`src/rtl/pong_match_ctrl.sv`:
```
// pong_match_ctrl: match sequencing and scoring for pong (serve delay, play, pause, game over)
module pong_match_ctrl #(
  parameter int NUM_PLAYERS = 2,
  parameter int SCORE_W     = 6,
  parameter int WIN_SCORE   = 5,
  parameter int WIN_BY      = 1,
  parameter int SERVE_DELAY = 60,
  parameter int PID_W       = 2
) (
  input  logic                           clk,
  input  logic                           reset,
  input  logic                           refresh_tick,
  input  logic                           start,
  input  logic                           pause,
  input  logic                           point_valid,
  input  logic [PID_W-1:0]               point_player,
  output logic [NUM_PLAYERS*SCORE_W-1:0] scores,
  output logic                           ball_run,
  output logic                           ball_reset,
  output logic [PID_W-1:0]               serve_player,
  output logic [2:0]                     state,
  output logic                           game_over,
  output logic [PID_W-1:0]               winner
);
  localparam int CNT_W = $clog2(SERVE_DELAY + 1);
  localparam int SW1 = SCORE_W + 1;
  localparam logic [CNT_W-1:0] L_LAST = CNT_W'(SERVE_DELAY - 1);
  localparam logic [SCORE_W-1:0] L_MAX = '1;
  localparam logic [SCORE_W-1:0] L_WIN = SCORE_W'(WIN_SCORE);
  localparam logic signed [SCORE_W:0] L_BY = SW1'(WIN_BY);

  typedef enum logic [2:0] {
    IDLE   = 3'd0,
    SERVE  = 3'd1,
    PLAY   = 3'd2,
    PAUSED = 3'd3,
    OVER   = 3'd4
  } st_t;

  st_t                 r_state;
  st_t                 r_ret;
  logic [SCORE_W-1:0]  r_score [NUM_PLAYERS];
  logic [CNT_W-1:0]    r_cnt;
  logic                r_ball_run;
  logic                r_ball_reset;
  logic [PID_W-1:0]    r_serve;
  logic                r_game_over;
  logic [PID_W-1:0]    r_winner;

  logic                w_pp_ok;
  logic                w_win;
  logic [SCORE_W-1:0]  w_upd;
  logic signed [SCORE_W:0] w_diff;
  logic [PID_W-1:0]    w_next_serve;

  // Saturating score update for the scoring player and the lead check against every other player
  always_comb begin
    w_pp_ok = 32'(point_player) < NUM_PLAYERS;
    w_upd = '0;
    w_diff = '0;
    for (int i = 0; i < NUM_PLAYERS; i++)
      if (32'(point_player) == i) w_upd = (r_score[i] == L_MAX) ? r_score[i] : r_score[i] + SCORE_W'(1);
    w_win = w_pp_ok && (w_upd >= L_WIN);
    for (int i = 0; i < NUM_PLAYERS; i++)
      if (32'(point_player) != i) begin
        w_diff = {1'b0, w_upd} - {1'b0, r_score[i]};
        if (w_diff < L_BY) w_win = 1'b0;
      end
    w_next_serve = (32'(point_player) == NUM_PLAYERS - 1) ? '0 : point_player + PID_W'(1);
  end

  // Pack the per-player score registers onto the output bus
  always_comb begin
    scores = '0;
    for (int i = 0; i < NUM_PLAYERS; i++) scores[i*SCORE_W +: SCORE_W] = r_score[i];
  end

  // Match FSM: serve countdown, play, pause with remembered return state, game over
  always_ff @(posedge clk or negedge reset) begin
    if (!reset) begin
      r_state      <= IDLE;
      r_ret        <= SERVE;
      r_cnt        <= '0;
      r_ball_run   <= 1'b0;
      r_ball_reset <= 1'b0;
      r_serve      <= '0;
      r_game_over  <= 1'b0;
      r_winner     <= '0;
      for (int i = 0; i < NUM_PLAYERS; i++) r_score[i] <= '0;
    end else begin
      r_ball_reset <= 1'b0;
      case (r_state)
        IDLE: begin
          if (start) begin
            r_state      <= SERVE;
            r_cnt        <= '0;
            r_ball_reset <= 1'b1;
          end
        end
        SERVE: begin
          if (pause) begin
            r_state <= PAUSED;
            r_ret   <= SERVE;
          end else if (refresh_tick) begin
            if (r_cnt == L_LAST) begin
              r_state    <= PLAY;
              r_ball_run <= 1'b1;
            end else begin
              r_cnt <= r_cnt + CNT_W'(1);
            end
          end
        end
        PLAY: begin
          if (point_valid && w_pp_ok) begin
            for (int i = 0; i < NUM_PLAYERS; i++)
              if (32'(point_player) == i) r_score[i] <= w_upd;
            r_ball_run <= 1'b0;
            if (w_win) begin
              r_state     <= OVER;
              r_game_over <= 1'b1;
              r_winner    <= point_player;
            end else begin
              r_state      <= SERVE;
              r_cnt        <= '0;
              r_ball_reset <= 1'b1;
              r_serve      <= w_next_serve;
            end
          end else if (pause && !point_valid) begin
            r_state    <= PAUSED;
            r_ret      <= PLAY;
            r_ball_run <= 1'b0;
          end
        end
        PAUSED: begin
          if (pause) begin
            r_state    <= r_ret;
            r_ball_run <= (r_ret == PLAY);
          end
        end
        OVER: begin
          if (start) begin
            for (int i = 0; i < NUM_PLAYERS; i++) r_score[i] <= '0;
            r_game_over  <= 1'b0;
            r_serve      <= '0;
            r_state      <= SERVE;
            r_cnt        <= '0;
            r_ball_reset <= 1'b1;
          end
        end
        default: r_state <= IDLE;
      endcase
    end
  end

  assign state        = r_state;
  assign ball_run     = r_ball_run;
  assign ball_reset   = r_ball_reset;
  assign serve_player = r_serve;
  assign game_over    = r_game_over;
  assign winner       = r_winner;
endmodule
```
`config.mk`:
```
export PLATFORM = sky130hd
export DESIGN_NAME = pong_match_ctrl
export DESIGN_NICKNAME = d
export VERILOG_FILES = /design/src/rtl/pong_match_ctrl.sv
export SDC_FILE = /design/constraint.sdc
export NUM_CORES = 1
export LEC_CHECK = 0
export BUFFER_PORTS_ARGS = -buffer_cell sky130_fd_sc_hd__clkbuf_2
export CORE_MARGIN = 2
export CORE_UTILIZATION = 45
export DETAILED_ROUTE_END_ITERATION = 12
export GPL_TIMING_DRIVEN = 0
export HOLD_SLACK_MARGIN = 0.05
export PLACE_DENSITY = 0.64
export SLEW_MARGIN = 20
export SYNTH_ARGS = -nofsm -noshare
export SYNTH_HDL_FRONTEND = slang
export SYNTH_SLANG_ARGS = --single-unit
```
`constraint.sdc`:
```
create_clock -name clk -period 4.8 [get_ports clk]
set_input_delay 0.24 -clock clk [delete_from_list [all_inputs] [get_ports clk]]
set_output_delay 0.24 -clock clk [all_outputs]
set_load 0.05 [all_outputs]
```
==> metrics.md <==
| Metric | Value |
|---|---|
| Outcome | complete, no violations |
| Req. time, crit path | about 5.0 ns |
| Commonest non-fill, non-tap cell in the layout | dfrtp_1 |
| Remaining antenna violation count | 0 |
| DR pass1 iterations | 4 |
| Total gr overflow | 0 |
| Post-synth EDFFs | 0 |
| Worst hold path type | in -> reg |
| Die extent in y | about 77 um |
| Predominant post-synthesis flop cell | dfrtp_1 |
| Vias in the first global route | roughly 2100 |
| Largest net degree at the start of global routing | 31 |
| Final nets | roughly 340 |
| Max Freq | roughly 230 MHz |
| Final Setup Violations | 0 |
| WP data arrival | between 4 and 5 ns |
| Clk sinks | 30 |
| Leak | approximately 1.3 nW |
| Hold_buf cts | 1 |
| Diodes inserted | 0 |
| Remaining DRCs | 0 |
| Clock transition at path regs | about 0.07 ns |
| Slew headroom | a little over a third |
| # port buffers | 28 |
| Synthesized Nets | approximately 310 |
| Max Cap Viol | 0 |
| Yosys Warn Count | 0 |
| Die Wd | between 70 and 80 um |
| Post-CTS resize count | 0 |
| Core area | around 5100 um2 |
| Mean post-synth cell area | around 8.4 um2 |
| Tot Pwr | about 2.0 mW |
| Vias per std cell | 5.71 |
| Reg2Reg Setup Slack | approximately 0.37 ns |
| Syn Inst Count | about 280 |
| Via count | 2216 |
| Synthesized area | between 2000 and 2500 um2 |
| Crit path time final | roughly 4.4 ns |
| Post-CTS Repair Setup Buffers | 0 |
| Setup_tns | 0 ns |
| Async S/R FF share, synth | 100% |
| Startpoint Class | flip-flop |
| DRT Wirelength | between 5000 and 6000 um |
| Critical path class | reg -> reg |
| # H-tree levels | 2 |
| DR iter-0 viols | 123 |
| Final Util | a little over half |
| PD cells | 735 nW/um2 |
| Worst Max-Slew Pin Slew | 0.972 ns |
| Gr usage total | 21.0% |
| Clk Latency, worst-skew pair | 0.29 ns |
| Share of layout cells above drive strength 1 | between 10% and 20% |
| FF-to-FF path depth | 14 |
| CTS tree | done |
| Synth-to-layout area growth | 14.7% |
| Final hold violations | 0 |
| Final Cycle Share | between 90% and 100% |
| Hold worst-path end | state[2] |
| Clock Skew | between 0.007 and 0.008 ns |
| Commonest non-fill, non-tap cells in the layout | dfrtp_1, clkbuf_2, inv_1 |
| Worst Path Max Fanout | 7 |
| Initial antenna violation count | 0 |
| Hold Startpoint | start |
| Detailed placer's ending HPWL | roughly 4400 um |
| Root buf cell | clkbuf_8 |
| Worst Hold Path Cells | 2 |
| Synthesis-stage register bit count | 30 |
| Post-synth cell types | 58 |
| Unrepaired setup endpoints after global routing | no |
| Longest Clk Path Bufs | 2 |
| DIE AREA | a little under 6000 um2 |
| Cell Area, Placed | around 2600 um2 |
| CTS buffer count | 5 |
| Setup crit end kind | flip-flop |
| Post-route cell area | between 2000 and 3000 um2 |
| Post-synthesis sequential area ratio | about a third |
| Max-slew violations | 0 |
| Worst VDD drop | approximately 370 uV |
| Starting density of the core | about 46% |
| GPL Wtd Cong | approximately 0.9 |
| First-pass GRT wire length | 9880 um |
| I/O pins | 30 |
| R2R Path End | winner[0] |
| FF-to-FF Start | scores[0] |
| Rows | 26 |
| Routed len/inst | 15.1 um |
[kinds of logic after synthesis]
kind of cell | synth area share (%)
buf+inv | 6.87
flops | 31.8
fa+ha+maj | 9.62
mux | 5.02
compound gates | 23.5
simple gates | 21.7
xor+xnor | 1.48
[flip-flops by register name (all words and copies together) (netlist names)]
name	cells
state	3
r_cnt	6
winner	2
scores	12
ball_reset	1
serve_player	2
r_ret	2
ball_run	1
game_over	1
[worst max-delay path, stage by stage, from the launching register on]
cell and delay [ns]:
dfrtp_1 0.46, ha_1 0.26, and2_1 0.21, a2111oi_0 0.50, a311o_1 0.21, inv_1 0.10, ha_1 0.22, fa_1 0.43
nand2b_1 0.16, o2bb2ai_1 0.15, mux2i_1 0.16, nor3_1 0.09, o32ai_1 0.70, nand3_1 0.30, mux2_2 0.34
[stage by stage]
stage	setup slack, ns	instances	hold WS (ns)
6_report	0.375	388	0.223
5_1_grt	0.0811	388	0.247
4_1_cts	0.426	388	0.221
3_5_place_dp	0.467	379	0.352
3_3_place_gp	0.370	379	0.352
2_1_floorplan	0.862	281	-0.0556
[metal layers]
layer  part of all wire, %  up-vias  track usage, %
li1                      -     1105               -
met1                    45     1066            26.8
met2                    50       34            35.0
met3                   2.7       11            3.44
met4                   2.5        0            9.64
met5                     0        -               0
[worst max-delay path by stage]
stage                     startpoint   endpoint  slack (ns)  depth (start not counted)
final                      scores[0]  winner[0]        0.37                         14
after global routing       scores[0]  winner[0]        0.08                         14
after CTS                  scores[0]  winner[0]        0.43                         14
after detailed placement   scores[0]  winner[0]        0.47                         14
after global placement     scores[7]  winner[0]        0.37                         11
after floorplan            scores[1]  winner[0]        0.86                         14
[layout make-up]
class,count,area [um2]
fill,521,2390
multi-input combinational,217,1450
sequential,30,752
timing repair buffer,29,150
inverter,26,97.6
tap,70,87.6
clock buffer,5,68.8
buffer,8,65.1
clock inverter,3,40.0
[synth_stat cells, types with 2 or more instances]
library cell	count	area share, %
dfrtp_1	29	31
inv_1	26	4.1
nand2_1	23	3.6
nor2_1	22	3.5
a21oi_1	19	4.0
o21ai_0	19	4.0
ha_1	15	7.9
nand3_1	12	2.5
a31oi_1	8	2.1
and2_1	7	1.8
mux2_2	7	3.3
nand2b_1	6	1.6
nor3_1	6	1.3
o21a_1	5	1.6
buf_6	4	1.9
mux2i_1	4	1.7
nor2b_1	4	1.1
a211oi_1	3	0.95
and3_1	3	0.79
nand3b_1	3	0.95
nand4_1	3	0.79
o22ai_1	3	0.79
a2111oi_0	2	0.74
a221oi_1	2	0.74
clkbuf_1	2	0.32
fa_1	2	1.7
nor4_1	2	0.53
o2111ai_1	2	0.74
o21bai_1	2	0.63
o2bb2ai_1	2	0.74
o31a_1	2	0.74
o32ai_1	2	0.74
or3_1	2	0.53
or4_1	2	0.63
xnor2_1	2	0.74
xor2_1	2	0.74
[power by group]
| group | switching, mW | internal, mW | leakage (nW) |
|---|---|---|---|
| sequential | 0.123 | 0.357 | 0.375 |
| clock | 0.106 | 0.153 | 0.0579 |
| combinational | 0.799 | 0.458 | 0.823 |
| total | 1.03 | 0.968 | 1.26 |
Note: power is estimated with default switching activity, not from simulation.
